### src/rtl/pl_hazard_unit.sv
// Hazard detection and operand-forwarding control for a 5-stage pipeline.
// Shadows the register-usage fields of EX/MEM/WB, raises hold/bubble/flush,
// selects EX operand sources and counts stall/flush cycles (saturating).
module pl_hazard_unit #(
    parameter int REG_ADDR_W = 5,
    parameter int CNT_W      = 16,
    parameter int FORWARDING = 1
) (
    input  logic                  i_clk,
    input  logic                  i_reset,
    input  logic                  i_id_valid,
    input  logic [REG_ADDR_W-1:0] i_id_rs1,
    input  logic [REG_ADDR_W-1:0] i_id_rs2,
    input  logic                  i_id_use_rs1,
    input  logic                  i_id_use_rs2,
    input  logic [REG_ADDR_W-1:0] i_id_rd,
    input  logic                  i_id_reg_write,
    input  logic                  i_id_mem_read,
    input  logic                  i_ex_branch_taken,
    output logic                  o_stall_if,
    output logic                  o_bubble_id,
    output logic                  o_flush,
    output logic [1:0]            o_fwd_a,
    output logic [1:0]            o_fwd_b,
    output logic [CNT_W-1:0]      o_stall_count,
    output logic [CNT_W-1:0]      o_flush_count
);

    // EX needs the full usage record: its sources drive forwarding and its
    // mem_read flag identifies load-use. Past EX only the write side matters.
    typedef struct packed {
        logic                  valid;
        logic [REG_ADDR_W-1:0] rs1;
        logic [REG_ADDR_W-1:0] rs2;
        logic                  use_rs1;
        logic                  use_rs2;
        logic [REG_ADDR_W-1:0] rd;
        logic                  reg_write;
        logic                  mem_read;
    } ex_stage_t;

    typedef struct packed {
        logic                  valid;
        logic [REG_ADDR_W-1:0] rd;
        logic                  reg_write;
    } wr_stage_t;

    ex_stage_t             r_ex;
    wr_stage_t             r_mem;
    wr_stage_t             r_wb;
    logic [CNT_W-1:0]      r_stall_cnt;
    logic [CNT_W-1:0]      r_flush_cnt;

    logic [REG_ADDR_W-1:0] w_id_src [2];
    logic [REG_ADDR_W-1:0] w_ex_src [2];
    logic                  w_id_use [2];
    logic                  w_ex_use [2];
    logic [1:0]            w_fwd    [2];
    logic [1:0]            w_hazard;
    logic                  w_stall;
    logic                  w_flush;

    // A stage produces register r only for a real, writing instruction; x0 never counts.
    function automatic logic writes(input logic v, input logic rw,
                                    input logic [REG_ADDR_W-1:0] rd,
                                    input logic [REG_ADDR_W-1:0] r);
        return v & rw & (rd == r) & (rd != '0);
    endfunction

    assign w_id_src[0] = i_id_rs1;
    assign w_id_src[1] = i_id_rs2;
    assign w_id_use[0] = i_id_use_rs1;
    assign w_id_use[1] = i_id_use_rs2;
    assign w_ex_src[0] = r_ex.rs1;
    assign w_ex_src[1] = r_ex.rs2;
    assign w_ex_use[0] = r_ex.use_rs1;
    assign w_ex_use[1] = r_ex.use_rs2;

    // Operand 0 is A (rs1), operand 1 is B (rs2); both follow identical rules.
    generate
        for (genvar gi = 0; gi < 2; gi++) begin : g_src
            logic w_ex_hit;
            assign w_ex_hit = writes(r_ex.valid, r_ex.reg_write, r_ex.rd, w_id_src[gi]);

            if (FORWARDING != 0) begin : g_fwd
                logic w_mem_fwd;
                logic w_wb_fwd;
                assign w_mem_fwd = writes(r_mem.valid, r_mem.reg_write, r_mem.rd, w_ex_src[gi]);
                assign w_wb_fwd  = writes(r_wb.valid, r_wb.reg_write, r_wb.rd, w_ex_src[gi]);
                // Only a load still in EX cannot be bypassed in time.
                assign w_hazard[gi] = i_id_valid & w_id_use[gi] & w_ex_hit & r_ex.mem_read;
                // Youngest producer (MEM) wins over the older one (WB).
                assign w_fwd[gi] = !(r_ex.valid & w_ex_use[gi]) ? 2'b00 :
                                   w_mem_fwd                   ? 2'b10 :
                                   w_wb_fwd                    ? 2'b01 : 2'b00;
            end else begin : g_nofwd
                logic w_mem_hit;
                assign w_mem_hit = writes(r_mem.valid, r_mem.reg_write, r_mem.rd, w_id_src[gi]);
                // WB is covered by the write-through register file.
                assign w_hazard[gi] = i_id_valid & w_id_use[gi] & (w_ex_hit | w_mem_hit);
                assign w_fwd[gi]    = 2'b00;
            end
        end
    endgenerate

    // A taken branch squashes the ID instruction, so it overrides any stall.
    assign w_flush = i_ex_branch_taken;
    assign w_stall = (|w_hazard) & ~i_ex_branch_taken;

    assign o_stall_if    = w_stall;
    assign o_bubble_id   = w_stall;
    assign o_flush       = w_flush;
    assign o_fwd_a       = w_fwd[0];
    assign o_fwd_b       = w_fwd[1];
    assign o_stall_count = r_stall_cnt;
    assign o_flush_count = r_flush_cnt;

    // Advance the shadow pipeline; a stalled or flushed ID enters EX as a bubble.
    always_ff @(posedge i_clk or posedge i_reset) begin
        if (i_reset) begin
            r_ex  <= '0;
            r_mem <= '0;
            r_wb  <= '0;
        end else begin
            r_wb            <= r_mem;
            r_mem.valid     <= r_ex.valid;
            r_mem.rd        <= r_ex.rd;
            r_mem.reg_write <= r_ex.reg_write;
            r_ex.valid      <= i_id_valid & ~(w_stall | w_flush);
            r_ex.rs1        <= i_id_rs1;
            r_ex.rs2        <= i_id_rs2;
            r_ex.use_rs1    <= i_id_use_rs1;
            r_ex.use_rs2    <= i_id_use_rs2;
            r_ex.rd         <= i_id_rd;
            r_ex.reg_write  <= i_id_reg_write;
            r_ex.mem_read   <= i_id_mem_read;
        end
    end

    // Saturating event counters: hold at all-ones instead of wrapping.
    always_ff @(posedge i_clk or posedge i_reset) begin
        if (i_reset) begin
            r_stall_cnt <= '0;
            r_flush_cnt <= '0;
        end else begin
            if (w_stall && (r_stall_cnt != '1))
                r_stall_cnt <= r_stall_cnt + CNT_W'(1);
            if (w_flush && (r_flush_cnt != '1))
                r_flush_cnt <= r_flush_cnt + CNT_W'(1);
        end
    end

endmodule

### config.mk
export PLATFORM = sky130hd
export DESIGN_NAME = pl_hazard_unit
export DESIGN_NICKNAME = d
export VERILOG_FILES = /design/src/rtl/pl_hazard_unit.sv
export SDC_FILE = /design/constraint.sdc
export NUM_CORES = 1
export LEC_CHECK = 0
export ABC_AREA = 1
export CORE_ASPECT_RATIO = 0.75
export CORE_MARGIN = 3
export CORE_UTILIZATION = 45
export CTS_CLUSTER_SIZE = 14
export DETAILED_ROUTE_END_ITERATION = 7
export PLACE_DENSITY = 0.79
export SETUP_SLACK_MARGIN = 0.05
export SLEW_MARGIN = 0
export SYNTH_ARGS = -nofsm -noshare
export SYNTH_HDL_FRONTEND = slang
export SYNTH_SLANG_ARGS = --single-unit
### constraint.sdc
create_clock -name i_clk -period 2.6 [get_ports i_clk]
set_input_delay 0.39 -clock i_clk [delete_from_list [all_inputs] [get_ports i_clk]]
set_output_delay 0.39 -clock i_clk [all_outputs]
set_load 0.05 [all_outputs]
==> results.sh <==
export IMPL_finalInstanceArea_um2=4140
export IMPL_finalCriticalPeriod_ns=2.33
export IMPL_finClkSkew_ns=0.00518
export IMPL_synth_edf_count=0
export IMPL_synth_cell_types=32
export IMPL_yosys_mux_area_fraction_pct=0
export IMPL_nFillCells=545
export IMPL_status="finished clean"
export IMPL_required_ns=2.21
export IMPL_grt_pass1_vias=2677
export IMPL_synth_largest_area_cell="dfrtp_1"
export IMPL_power_density_nw_per_um2=736
export IMPL_clock_latency_ns=0.34
export IMPL_syn_inst=360
export IMPL_cts_sinks=66
export IMPL_synth_top_family_by_area="simple AND/OR/NAND/NOR gates"
export IMPL_row_count=25
export IMPL_min_path_type="in2async"
export IMPL_gp_congestion=0.874
export IMPL_core_um2=6540
export IMPL_startpoint_type="register"
export IMPL_clk_path_buf_depth=2
export IMPL_hold_viol=0
export IMPL_path_clk_slew_ns=0.07
export IMPL_rsz0062_at_grt="false"
export IMPL_grt_overflow=0
export IMPL_firstDrtPassIters=4
export IMPL_antenna_found_initial=0
export IMPL_async_flop_share_pct=100
export IMPL_worst_pin_slew_ns=0.530
export IMPL_path_class="reg2out"
export IMPL_p_leak_nw=1.96
export IMPL_synth_seq_cells=66
export IMPL_ff2ff_path_depth=11
export IMPL_syn_area_um2=3150
export IMPL_yosys_area_share_adder_pct=0.794
export IMPL_rrSetupSlack_ns=0.78
export IMPL_ant_nets=0
export IMPL_grt_max_degree=48
export IMPL_wl_per_cell_um=14.4
export IMPL_grt_pass1_wl_mm=12.6
export IMPL_antenna_cells=0
export IMPL_period_share_pct=89.6
export IMPL_r2r_start="o_stall_count[0]$_DFFE_PP0P_"
export IMPL_initial_core_util_pct=48.2
export IMPL_die_x_um=103
export IMPL_portBuffers=61
export IMPL_ctsHoldBuffers=0
export IMPL_yosys_warnings=0
export IMPL_die_y_um=78.5
export IMPL_nNetsFinal=455
export IMPL_seq_area_frac_synth_pct=52.4
export IMPL_cts_tree="yes"
export IMPL_drc=0
export IMPL_drt_iter0_markers=108
export IMPL_dieArea_um2=8050
export IMPL_final_util_pct=63.3
export IMPL_synth_top_area_share_pct=52.4
export IMPL_track_usage_pct=20.4
export IMPL_synth_simple_area_share_pct=25.0
export IMPL_synth_net_count=385
export IMPL_path_max_fanout=3
export IMPL_placed_area_um2=3870
export IMPL_cts_buffers=9
export IMPL_slew_viol_final=0
export IMPL_tns_ns=0
export IMPL_setup_viol=0
export IMPL_r2r_end="o_stall_count[14]$_DFFE_PP0P_"
export IMPL_peakVddDrop_uv=712
export IMPL_cts_setup_buffers=0
export IMPL_wirelength_mm=7.42
export IMPL_slew_limit_headroom_pct=64.3
export IMPL_cts_root_buf="clkbuf_8"
export IMPL_max_freq_mhz=429
export IMPL_synth_compound_area_share_pct=5.88
export IMPL_viasPerCell=5.14
export IMPL_critical_path_arrival_ns=1.94
export IMPL_endpoint_kind="output port"
export IMPL_hpwl_mm=5.42
export IMPL_yosys_most_used_dff="dfrtp_1"
export IMPL_synth_xor_area_share_pct=8.90
export IMPL_synthTopCellsByArea="dfrtp_1 (52%), nand2_1 (10%), inv_1 (5.6%)"
export IMPL_vias=2651
export IMPL_cts_max_level=3
export IMPL_syn_to_final_growth_pct=31.4
export IMPL_syn_area_per_cell_um2=8.75
export IMPL_drv_cap=0
export IMPL_drive_gt1_share_pct=10.3
export IMPL_ioPinCount=62
area by class of cell:
cell class	instances	area [um2]	share of cell area, %
clock buffer	10	128	3.08
inverter	52	195	4.72
clock inverter	6	138	3.33
multi-input combinational	239	1280	31.0
tap	81	101	2.45
sequential	66	1650	39.9
timing repair buffer	62	642	15.5
repair_timing:
item                                    in CTS  in global routing
endpoints found under the setup margin       1                  1
gates resized for setup                      1                  1
hold endpoints to repair                     0                  0
metal layers:
layer	track usage (%)	part of all wire (%)	vias to the layer above
met2	31.1	46	96
met5	0	0	-
met1	27.8	47	1261
met3	5.42	5.6	14
met4	7.47	1.5	0
li1	-	-	1280
report_power, final:
part / internal [mW] / leakage (nW) / switching [mW]
clock: 0.739 / 0.131 / 0.400
combinational: 0.233 / 1.01 / 0.436
sequential: 1.12 / 0.813 / 0.123
total: 2.09 / 1.96 / 0.958
flip-flops by register name, indices dropped and copies added, names as in the netlist:
| signal | flops |
|---|---|
| r_ex | 20 |
| r_wb | 7 |
| r_mem | 7 |
| o_flush_count | 16 |
| o_stall_count | 16 |
through the flow:
| stage | cells | setup WS [ns] | total power [mW] | hold WS [ns] |
|---|---|---|---|---|
| 3_5_place_dp | 500 | 0.366 | 1.92 | 0.367 |
| 5_1_grt | 516 | 0.162 | 3.19 | 0.384 |
| 2_1_floorplan | 360 | 0.545 | 1.67 | 0.354 |
| 4_1_cts | 516 | 0.153 | 3.07 | 0.372 |
| 6_report | 516 | 0.270 | 3.05 | 0.372 |
| 3_3_place_gp | 500 | 0.409 | 1.90 | 0.356 |
cells in the mapped netlist, types with 4 or more instances:
cell and instances:
dfrtp_1 66, o22ai_1 5, inv_1 47, nor2_1 39, o21ai_2 6, xnor2_1 13
nand2_1 87, nand3_1 22, o21ai_0 4, nor2_2 4, nor3_1 6, inv_2 5
xor2_1 19, nor4_1 4, nand4_1 4
worst max-delay path, stage by stage (launching register included):
cell and delay (ns):
dfrtp_1 0.38, inv_1 0.08, nand2_1 0.07, o21ai_0 0.08, a211oi_1 0.18, nand4_1 0.12
a31oi_1 0.14, dlygate4sd2_1 0.54
cells in the final DEF (no fill, tap or decap), types with 2 or more instances in the layout:
| master | synthesis | layout |
|---|---|---|
| and3_1 | 2 | 2 |
| dfrtp_1 | 66 | 66 |
| ha_1 | 2 | 2 |
| nor3_1 | 6 | 6 |
| a211oi_1 | 3 | 3 |
| buf_12 | 0 | 3 |
| clkdlybuf4s50_1 | 0 | 55 |
| nand2_2 | 3 | 3 |
| xnor2_1 | 13 | 13 |
| o21ai_0 | 4 | 4 |
| nor2_2 | 4 | 4 |
| nand3_1 | 22 | 22 |
| inv_1 | 47 | 46 |
| nand4_1 | 4 | 4 |
| a21oi_1 | 3 | 3 |
| nor2_1 | 39 | 39 |
| nand2_1 | 87 | 87 |
| nor4_1 | 4 | 3 |
| clkbuf_8 | 0 | 9 |
| or2_2 | 2 | 2 |
| bufinv_16 | 0 | 4 |
| o22ai_1 | 5 | 5 |
| a31oi_1 | 2 | 2 |
| buf_4 | 2 | 3 |
| o21ai_2 | 6 | 6 |
| o211ai_1 | 2 | 2 |
| xor2_1 | 19 | 19 |
| inv_2 | 5 | 6 |
worst max path at each step:
stage	startpoint	end	slack, ns	cells past startpoint
floorplan	r_ex[11]$_DFF_PP0_	o_fwd_b[0]	0.55	4
global placement	i_id_rs2[0]	o_bubble_id	0.41	10
detailed placement	i_id_rs2[1]	o_bubble_id	0.37	10
CTS	r_mem[3]$_DFF_PP0_	o_fwd_b[1]	0.15	8
global route	r_ex[15]$_DFF_PP0_	o_fwd_a[0]	0.16	7
finish	r_ex[15]$_DFF_PP0_	o_fwd_a[0]	0.27	7
logic make-up after synthesis:
family,after synthesis
AND/OR/NAND/NOR,178
buffers and inverters,55
adder cells (fa/ha/maj),2
AO/OA/AOI/OAI,27
flip-flops,66
XOR/XNOR,32
No activity file was read; power rests on OpenSTA's default activity.
